**config.mk**
```make
export PLATFORM = sky130hd
export DESIGN_NAME = prefetch
export DESIGN_NICKNAME = d
export VERILOG_FILES = /design/src/rtl/prefetch.sv
export SDC_FILE = /design/constraint.sdc
export NUM_CORES = 1
export LEC_CHECK = 0
export CAP_MARGIN = 20
export CELL_PAD_IN_SITES_DETAIL_PLACEMENT = 0
export CELL_PAD_IN_SITES_GLOBAL_PLACEMENT = 2
export CORE_MARGIN = 2
export CORE_UTILIZATION = 32
export CTS_CLUSTER_SIZE = 40
export DETAILED_ROUTE_END_ITERATION = 10
export PLACE_DENSITY_LB_ADDON = 0.12
export SYNTH_ARGS = -nofsm -noshare
export SYNTH_HDL_FRONTEND = slang
export SYNTH_SLANG_ARGS = --single-unit
export TNS_END_PERCENT = 30
```
**constraint.sdc**
```tcl
create_clock -name clk -period 2 [get_ports clk]
set_input_delay 0.4 -clock clk [delete_from_list [all_inputs] [get_ports clk]]
set_output_delay 0.4 -clock clk [all_outputs]
set_load 0.1 [all_outputs]
```
**src/rtl/prefetch.sv**
```systemverilog
// Instruction prefetch stage: fetches 16-bit code words over the memory bus,
// splits them into bytes and queues them in a show-ahead byte FIFO for the decoder.
// Ports:
//   clk, reset_n                  clock, synchronous active-low reset
//   load_new_ip, new_cs, new_ip   redirect pulse and target segment:offset
//   fifo_rd_en                    pop head byte (ignored while empty)
//   fifo_rd_data, fifo_empty      head byte (combinational) and empty flag
//   mem_access, mem_address       registered bus request and word address
//   mem_ack, mem_data             single-cycle completion and fetched word
module prefetch #(
  parameter int unsigned FIFO_DEPTH = 6,
  parameter logic [15:0] RESET_CS   = 16'hFFFF,
  parameter logic [15:0] RESET_IP   = 16'h0000
) (
  input  logic        clk,
  input  logic        reset_n,
  input  logic        load_new_ip,
  input  logic [15:0] new_cs,
  input  logic [15:0] new_ip,
  input  logic        fifo_rd_en,
  output logic [7:0]  fifo_rd_data,
  output logic        fifo_empty,
  output logic        mem_access,
  input  logic        mem_ack,
  output logic [18:0] mem_address,
  input  logic [15:0] mem_data
);

  localparam int unsigned PTR_W = (FIFO_DEPTH > 1) ? $clog2(FIFO_DEPTH) : 1;
  localparam int unsigned CNT_W = $clog2(FIFO_DEPTH + 1);
  localparam logic [PTR_W-1:0] LAST_PTR = PTR_W'(FIFO_DEPTH - 1);

  typedef enum logic [1:0] {
    IDLE    = 2'd0,
    FETCH   = 2'd1,
    DISCARD = 2'd2
  } state_t;

  state_t           state;
  logic [15:0]      cs;
  logic [15:0]      fetch_ip;
  logic [PTR_W-1:0] rd_ptr;
  logic [PTR_W-1:0] wr_ptr;
  logic [CNT_W-1:0] count;
  logic [7:0]       ring [FIFO_DEPTH];

  logic [18:0]      word_addr_c;
  logic             pop_c;
  logic             ack_push_c;
  logic             space_ok_c;
  logic [CNT_W-1:0] push_cnt_c;
  logic [PTR_W-1:0] wr_ptr_1_c;
  logic [PTR_W-1:0] wr_ptr_2_c;

  // Ring pointer advance with wrap at a non-power-of-two depth.
  function automatic logic [PTR_W-1:0] ptr_inc(input logic [PTR_W-1:0] p);
    return (p == LAST_PTR) ? '0 : p + PTR_W'(1);
  endfunction

  // Datapath decode: word address, pop/push qualification, space check.
  always_comb begin
    // phys[19:1] computed directly: cs*8 + ip/2 modulo 2^19.
    word_addr_c = {cs, 3'b000} + {4'b0000, fetch_ip[15:1]};
    pop_c       = fifo_rd_en && (count != '0);
    ack_push_c  = (state == FETCH) && mem_ack && !load_new_ip;
    space_ok_c  = fetch_ip[0] ? (count <= CNT_W'(FIFO_DEPTH - 1))
                              : (count <= CNT_W'(FIFO_DEPTH - 2));
    push_cnt_c  = '0;
    if (ack_push_c) push_cnt_c = fetch_ip[0] ? CNT_W'(1) : CNT_W'(2);
    wr_ptr_1_c  = ptr_inc(wr_ptr);
    wr_ptr_2_c  = ptr_inc(wr_ptr_1_c);
  end

  assign fifo_empty   = (count == '0);
  assign fifo_rd_data = ring[rd_ptr];

  // Byte storage; contents need no reset since count gates visibility.
  always_ff @(posedge clk) begin
    if (reset_n && ack_push_c) begin
      if (fetch_ip[0]) begin
        ring[wr_ptr] <= mem_data[15:8];
      end else begin
        ring[wr_ptr]     <= mem_data[7:0];
        ring[wr_ptr_1_c] <= mem_data[15:8];
      end
    end
  end

  // Fetch FSM, queue bookkeeping and bus request registers.
  always_ff @(posedge clk) begin
    if (!reset_n) begin
      state       <= IDLE;
      cs          <= RESET_CS;
      fetch_ip    <= RESET_IP;
      rd_ptr      <= '0;
      wr_ptr      <= '0;
      count       <= '0;
      mem_access  <= 1'b0;
      mem_address <= '0;
    end else if (load_new_ip) begin
      // Redirect wins: flush queue, retarget, and park any open request.
      cs       <= new_cs;
      fetch_ip <= new_ip;
      rd_ptr   <= '0;
      wr_ptr   <= '0;
      count    <= '0;
      if (state != IDLE) begin
        if (mem_ack) begin
          state      <= IDLE;
          mem_access <= 1'b0;
        end else begin
          state <= DISCARD;
        end
      end
    end else begin
      if (pop_c) rd_ptr <= ptr_inc(rd_ptr);
      count <= count + push_cnt_c - CNT_W'(pop_c);
      case (state)
        IDLE: begin
          if (space_ok_c) begin
            state       <= FETCH;
            mem_access  <= 1'b1;
            mem_address <= word_addr_c;
          end
        end
        FETCH: begin
          if (mem_ack) begin
            state      <= IDLE;
            mem_access <= 1'b0;
            if (fetch_ip[0]) begin
              fetch_ip <= fetch_ip + 16'd1;
              wr_ptr   <= wr_ptr_1_c;
            end else begin
              fetch_ip <= fetch_ip + 16'd2;
              wr_ptr   <= wr_ptr_2_c;
            end
          end
        end
        DISCARD: begin
          if (mem_ack) begin
            state      <= IDLE;
            mem_access <= 1'b0;
          end
        end
        default: begin
          state      <= IDLE;
          mem_access <= 1'b0;
        end
      endcase
    end
  end

endmodule

```
# Word-level counts from Yosys, hierarchy flattened
# Memory sizes are Yosys's and may differ from the RTL's. A register that Yosys moved wholly into a read port is not among the register bits.
# Cells that the tools add are included.
# classes
n_addsub	8
n_lt_le_gt_ge	2
n_eq_ne	8
muxes	31
bitwise_logic	3
n_reduce_logical	18
# op_table
cell	count
two-way mux 16 bit	4
adder 19 x 15 -> 19 bit	1
two-way mux 3 bit	6
adder 16 x 1 -> 16 bit, second input constant	1
adder 16 x 2 -> 16 bit, second input constant	1
two-way mux 2 bit	7
two-way mux 1 bit	11
adder 3 x 1 -> 3 bit, second input constant	3
equality test 3 bit, second input constant	3
two-way mux 8 bit	1
less-or-equal comparator 3 bit, second input constant	2
AND reduction 2 bit	3
AND reduction 3 bit	2
nonzero test 2 bit	3
logical AND 1 bit	4
case mux 2 bit (2 select lines)	1
OR reduction 2 bit	2
adder 3 bit	1
logical NOT 3 bit	1
!= test 3 x 1 -> 1 bit, second input constant	1
!= test 3 bit, second input constant	1
nonzero test 3 bit	1
subtractor 3 x 1 -> 3 bit	1
equality test 2 x 1 -> 1 bit, second input constant	1
other kinds (7)	8
# totals
reg_bits	63
mem_bits_rw	48
input_bits	53
memories	1
# memory_table
memory	depth	word_bits	rd	rd_clocked_by_memory_dff	wr	line	source
ring	6	8	1	1	2	45	logic [7:0] ring [FIFO_DEPTH];

# Depth between registers and ports, before layout
# Gate-level depths: netlist of run 1.
# depth
word_depth	7
ltp_mapped	12
ltp_nobuf	12

# Worst setup path before layout of run 1
# OpenSTA, ideal clock, no wires.
# synth_path
path_type	register -> register
start	register count[1]
end	register count[2]
setup_time_ps	128
arrival_ps	3799
setup_slack_ps	-1926
path_stages_with_launch	11
path_cell_list	dfxtp_1 nor3_1 nand2b_1 nand3_1 nand2b_1 ha_1 inv_1 fa_1 xnor2_1 xnor2_1 nor2_1
# synth_between
elab_chain_len	3
word_cells_on_any_way	4
# synth_lines
element	line	source
start: declaration	44	logic [CNT_W-1:0] count;
start signal: assignment	117	count <= count + push_cnt_c - CNT_W'(pop_c);
parallel branches: the longest is 2 deep, another holds adder 3 bit	n/a	
subtractor 3 x 1 -> 3 bit *	117	
# Every way passes the cells marked *.
# A chain may end at the register's enable or synchronous reset.

==> metrics.cfg, run 1 <==
[drt]
ant_nets=0
num_vias=4637
drtIter0Drc=171
drt_pass1_iterations=4
drcViolationCount=0
wl_per_cell_microns=16.5
drt_wl_total_mm=15.6
routed_via_density=4.92

[sta]
fmax_mhz=458
setup_violations=11
hold_viol=0
rsz0062_at_grt=true
clock_skew_ns=0.00746
relSlewSlack_pct=72.0
finalCritPeriodShare_pct=109
slew_viol_final=0
fin_crit_ns=2.18
fin_ws_ns=-0.185
worstMarginPinSlew_ns=0.417

[outcome]
outcome=finished, violations left
violations=negative setup slack

[layout]
nets=774
syn_to_final_growth_pct=44.3
fillers=1672
drive_gt1_share_pct=36.7
final_common_cell=buf_4
final_cell_mix=buf_4, dfxtp_1, nand2_1
antenna_cells=0

[grt]
grt_pass1_wl_mm=25.1
gr-total-overflow=0
antenna_found_initial=0
grt.total_usage_pct=16.6
grt_max_degree=28
grt_pass1_vias=4795

[synthesis]
synth.net_count=614
ys_seq_area_share_pct=47.0
syn_avg_cell_area_sq_um=10.9
synth_cell_types=56
syn_inst=541
yosys_warnings=0
syn-cell-area_sq_um=5880
async_reset_ff_share_pct=0
ys.flop_type=dfxtp_1
ys_seq_elements=114
synth_edf_count=48

[worst_setup_path]
crit_top_cell=buf_12
max_stage_delay_ns=0.54
cp_slowest_cell=mux4_2
r2r-start=cs[0]
cp_max_fo=11
rrSetupSlack_ns=-0.10
critPathLaunchType=flip-flop
crit_chain=buf_12 -> mux4_2 -> nor2_4 -> a21oi_4 -> buf_12
required_ns=1.60
arrival_ns=1.78
crit_type=flip-flop to output pin
rr_endpoint=mem_address[17]
r2r_cells=8
endpoint_kind=output pin

[placement]
place_ws_ns=-0.447
place.gp.congestion=0.759
dp_hpwl_mm=11.3
io_buffers=81

[power]
power_leakage_nw=3.27
ir_drop_v=0.000601
power_mw=7.16
p_per_area_nw_per_um2=844

[clock_tree]
cts_max_level=4
clock_latency_ns=0.42
cts_sinks=114
cts-root-buf=clkbuf_16
tritoncts=built
clkTransAtPathRegs_ns=0.06
cts_inserted_buffers=17
cts_hold_buffers=0
cts_buffer_depth=2

[floorplanning]
core_area_sq_um=18000
die-width_microns=140
start_util_pct=32.7
rows=49
die_h_microns=140
die_area_sq_um=19500
ios=82

[worst_hold_path]
min-delay-path-class=flip-flop to flip-flop
min_path_cells=2
min_from=mem_address[1]
min_to=mem_address[1]

[run]
maxCapViolations=0

[worst max-delay path, delay by kind of cell, from the launching register on]
| kind | cells | cell delay, ns |
|---|---|---|
| compound gates | 1 | 0.04 |
| buf+inv | 2 | 0.32 |
| flops | 1 | 0.33 |
| mux | 1 | 0.54 |
| simple gates | 1 | 0.12 |
[cells by family after synthesis]
| family | Yosys count | share of synthesized area [%] |
|---|---|---|
| AND/OR/NAND/NOR | 167 | 13.3 |
| flip-flops | 114 | 47.0 |
| AO/OA/AOI/OAI | 93 | 11.0 |
| multiplexers | 85 | 17.2 |
| buffers and inverters | 36 | 3.02 |
| XOR/XNOR | 26 | 3.87 |
| adder cells (fa/ha/maj) | 20 | 4.51 |
[per-layer routing]
metal / GRT usage (%) / vias to the layer above / wire length, microns
li1: - / 2295 / -
met1: 20.7 / 2253 / 7060
met2: 28.8 / 69 / 7820
met3: 3.27 / 20 / 426
met4: 5.37 / 0 / 246
met5: 0 / - / 0
[per-stage QoR]
stage / instance area [sq um] / cells / hold WS [ns] / TNS [ns] / utilization [%]
2_1_floorplan: 5960 / 541 / 0.448 / -4.31 / -
3_3_place_gp: 7640 / 903 / 0.444 / -31.29 / 42.5
3_5_place_dp: 7640 / 903 / 0.451 / -32.17 / 42.5
4_1_cts: 8370 / 941 / 0.458 / -2.04 / 46.6
5_1_grt: 8480 / 943 / 0.478 / -2.55 / 47.2
6_report: 8480 / 943 / 0.455 / -1.53 / 47.2
[sequential cells by signal (all words and copies together) (netlist names), named ones only]
name and count:
rd_ptr 3, count 3, state 2, cs 16, mem_address 19, ring 48, mem_access 1, fetch_ip 16
wr_ptr 3
[area by class of cell]
cell class,instances,area (sq um),area share [%]
well taps,229,287,3.38
multi-input cells,391,3180,37.5
flip-flops and latches,114,2770,32.7
clock buffers,17,425,5.02
inverters,9,33.8,0.398
repair buffers,168,1620,19.1
clock inverters,15,160,1.89
[synthesized netlist by cell type, types with 2 or more instances]
master     number  area share, %
nand4_1         5           0.53
nand2b_1        5           0.53
buf_2           7           0.60
or3_1           4           0.43
a22oi_1         4           0.51
a21boi_0        2           0.26
o2bb2ai_1       2           0.30
clkbuf_1       11           0.70
or4_1           2           0.26
o21ai_0         8           0.68
xor2_1         17            2.5
nor2_1         51            3.3
nand2_2         2           0.21
a211oi_1       11            1.4
nor3b_1         3           0.38
edfxtp_1       48             25
dfxtp_1        66             22
clkbuf_8        3           0.70
a311oi_1        2           0.30
a21oi_4         5            1.4
inv_1           7           0.45
xnor2_1         9            1.3
mux2i_1        29            4.9
mux2_2         46            8.8
a21o_1          8            1.0
ha_1           18            3.8
o21ai_2         2           0.30
o211ai_1        2           0.26
fa_1            2           0.68
and3_1          8           0.85
o22ai_1         2           0.21
nor3_1          5           0.43
nor2b_1         3           0.32
nand2_1        54            3.4
mux4_2          8            3.1
buf_1           5           0.32
a21oi_1        39            3.3
mux2_1          2           0.38
a31oi_1         2           0.21
nand3_1        16            1.4
[worst max-delay path by stage]
stage                     slack, ns         endpoint
after floorplan               -0.55         count[2]
after global placement        -0.45         count[2]
after detailed placement      -0.45         count[2]
after CTS                     -0.22  fifo_rd_data[7]
after global routing          -0.25  fifo_rd_data[1]
final                         -0.18  fifo_rd_data[1]
[what timing repair did]
action / in CTS / in global routing
pin swaps: 16 / 13
setup endpoints to repair: 78 / 88
resized for setup: 28 / 25
buffers inserted: 6 / 3
[power breakdown]
| part | leakage [nW] | internal (mW) | switching [mW] |
|---|---|---|---|
| combinational | 2.01 | 0.638 | 0.925 |
| clock | 0.284 | 1.84 | 1.15 |
| sequential | 0.977 | 2.53 | 0.0737 |
No activity file was read; power rests on OpenSTA's default activity.
==> run 2: changes to the inputs <==
Settings changed: CAP_MARGIN 20 to not set.
==> results of run 2 <==
The final DEF is identical to that of run 1; final timing and power are the same.
==> run 3: changes to the inputs <==
Settings changed: CORE_UTILIZATION 32 to 37, CTS_CLUSTER_DIAMETER set to 40, DONT_BUFFER_PORTS set to 1.
==> run 3 against run 2 <==
  * Worst setup slack improved by 0.0076 ns
  * The flow still finishes with violations (negative setup slack)
  * Hold slack got worse by 0.40 ns
  * Flip-flop and latch count did not move
  * Highest routed layer unchanged
  * Combinational power decreased by 12%
  * Maximum frequency rose by 0.35%
  * Global-route usage rose by 2.0 points
  * Largest power group unchanged
  * Critical endpoint is now fifo_rd_data[5]
  * Cell area down 8.2%
  * Non-clock buffer count is 69 lower
  * Utilization rose by 2.3 points
  * Via count fell by 6.7%
  * Total power is 2.9% lower
  * Routed wire length decreased by 2.8%
==> metrics.cfg, run 3 (synthesis gave the netlist of run 1 again) <==
[outcome]
outcome=finished, violations left
violations=negative setup slack

[placement]
place.gp.congestion=0.769  ; +1.3%
io_buffers=0  ; -100%
dp_cells=822  ; -9.0%
dpl-instance-area_sq_um=6960  ; -8.9%
place_ws_ns=-0.223  ; +0.225 ns
dp_hpwl_mm=10.9  ; -3.5%

[worst_setup_path]
crit_path_end=fifo_rd_data[5]
crit_chain=buf_12 -> mux4_2 -> nor2_4 -> a21oi_4 -> buf_12
endpoint_kind=output pin
r2r_cells=8  ; unchanged
crit_top_cell=buf_12
max_stage_delay_ns=0.54  ; about the same
required_ns=1.60  ; about the same
crit_type=flip-flop to output pin
r2r-start=cs[0]
cp_slowest_cell=mux4_2
arrival_ns=1.78  ; about the same
critPathLaunchType=flip-flop
rrSetupSlack_ns=-0.02  ; +0.08 ns
cp_max_fo=11  ; unchanged
rr_endpoint=mem_address[17]

[clock_tree]
cts_max_level=4  ; unchanged
cts_inserted_buffers=17  ; unchanged
cts_sinks=114  ; unchanged
clock_latency_ns=0.41  ; about the same
tritoncts=built
cts_buffer_depth=2  ; unchanged
clkTransAtPathRegs_ns=0.05  ; about the same
cts_hold_buffers=0  ; unchanged
cts-root-buf=clkbuf_16

[power]
internal_power_mw=4.91  ; -2.1%
power_leakage_nw=2.93  ; -11%
p_seq_share_pct=37.3  ; +0.9 points
ir_drop_v=0.000538  ; -10%
p_per_area_nw_per_um2=894  ; +5.8%
pwr-share-comb_pct=19.8  ; -2.0 points
p_switching_mw=2.05  ; -4.8%
pwr-share-clk_pct=42.8  ; +1.0 points
p_sw_share_pct=29.4  ; -0.58 points

[grt]
grt_pass1_wl_mm=23.5  ; -6.6%
antenna_found_initial=0  ; unchanged
gr-total-overflow=0  ; unchanged
grt_max_degree=32  ; +14%
grt_pass1_vias=4379  ; -8.7%
grt.total_usage_pct=18.6  ; +2.0 points

[drt]
drtIter0Drc=176  ; +2.9%
drt_pass1_iterations=4  ; unchanged
wl_per_cell_microns=17.6  ; +6.5%
routed_via_density=5.02  ; +2.2%
ant_nets=0  ; unchanged
drt_wl_total_mm=15.1  ; -2.8%
drcViolationCount=0  ; unchanged
num_vias=4326  ; -6.7%

[sta]
fin_ws_ns=-0.177  ; +0.00757 ns
whs_ns=0.0528  ; -0.402 ns
slew_viol_final=0  ; unchanged
fmax_mhz=459  ; +0.35%
fin_crit_ns=2.18  ; -0.00757 ns
hold_viol=0  ; unchanged
setup_violations=9  ; -2
clock_skew_ns=0.00844  ; +0.000988 ns
rsz0062_at_grt=true
worstMarginPinSlew_ns=0.432  ; +0.0150 ns
relSlewSlack_pct=71.0  ; -1.0 points
finalCritPeriodShare_pct=109  ; -0.38 points

[layout]
largestRegisters=ring (48), mem_address (19)
syn_to_final_growth_pct=32.4
final_common_cell=buf_4
drive_gt1_share_pct=38.0  ; +1.3 points
nets=705  ; -8.9%
layoutNonFillerInstCount=861  ; -8.7%
largest_register_ffs=48  ; unchanged
seq_area_sq_um=2770  ; about the same
postLayoutCoreUtil_pct=49.5  ; +2.3 points
final_cell_mix=buf_4, dfxtp_1, nand2_1
multi_input_area_sq_um=3190  ; +0.39%
regMostFlops=ring
antenna_cells=0  ; unchanged
design_area_sq_um=7780  ; -8.2%
fillers=1455  ; -13%

[floorplanning]
rows=46  ; -6.1%
core_area_sq_um=15700  ; -13%
die-width_microns=130  ; -6.8%
die_h_microns=130  ; -6.8%
ios=82  ; unchanged
start_util_pct=37.4  ; +4.7 points
die_area_sq_um=16900  ; -13%

[worst_hold_path]
min-delay-path-class=primary input to flip-flop

[run]
maxCapViolations=0  ; unchanged

run 3: repair_timing:
| item | 4_1_cts | 5_1_grt |
|---|---|---|
| buffers inserted | 3 | 5 |
| setup endpoints to repair | 15 | 85 |
| resized for setup | 14 | 35 |
| pin swaps | 3 | 16 |
run 3: worst max-delay path: cells and delay by family (launching register included):
| kind | cells | cell delay, ns |
|---|---|---|
| buffers and inverters | 2 | 0.33 |
| flip-flops | 1 | 0.34 |
| AO/OA/AOI/OAI | 1 | 0.04 |
| AND/OR/NAND/NOR | 1 | 0.12 |
| multiplexers | 1 | 0.54 |
run 3: how the worst min path moves through the flow:
| stage | endpoint | from | cells past startpoint |
|---|---|---|---|
| 6_report | cs[12] | reset_n | 1 |
| 5_1_grt | cs[12] | reset_n | 1 |
| 4_1_cts | cs[12] | reset_n | 1 |
| 3_5_place_dp | cs[2] | cs[2] | 2 |
| 3_3_place_gp | cs[2] | cs[2] | 2 |
| 2_1_floorplan | cs[0] | cs[0] | 2 |
run 3: metrics by stage:
stage          total power [mW]  TNS [ns]
2_1_floorplan              3.61     -4.31
3_3_place_gp               3.94    -0.583
3_5_place_dp               3.95    -0.699
4_1_cts                    6.97     -1.79
5_1_grt                    7.24     -2.25
6_report                   6.95     -1.35
run 3: layout make-up:
class | count | share of cell area (%)
Tap cell | 216 | 3.47
Timing Repair Buffer | 99 | 12.0
Multi-Input combinational cell | 391 | 41.0
Clock inverter | 12 | 1.74
Clock buffer | 20 | 5.74
Sequential cell | 114 | 35.6
Inverter | 9 | 0.434
run 3: routing by layer:
metal  GRT usage [%]  up-vias  wire, microns
li1                -     2153              -
met1            21.3     2093           6320
met2            32.7       68           7890
met3            6.56       12            765
met4            5.76        0            146
met5               0        -              0
run 3: power by group through the flow:
stage | combinational, mW | sequential [mW] | clock (mW)
final | 1.38 | 2.60 | 2.98
after global placement | 1.30 | 2.64 | 0
after global routing | 1.48 | 2.61 | 3.16
after detailed placement | 1.32 | 2.64 | 0
after floorplan | 0.626 | 2.99 | 0
after CTS | 1.33 | 2.59 | 3.04
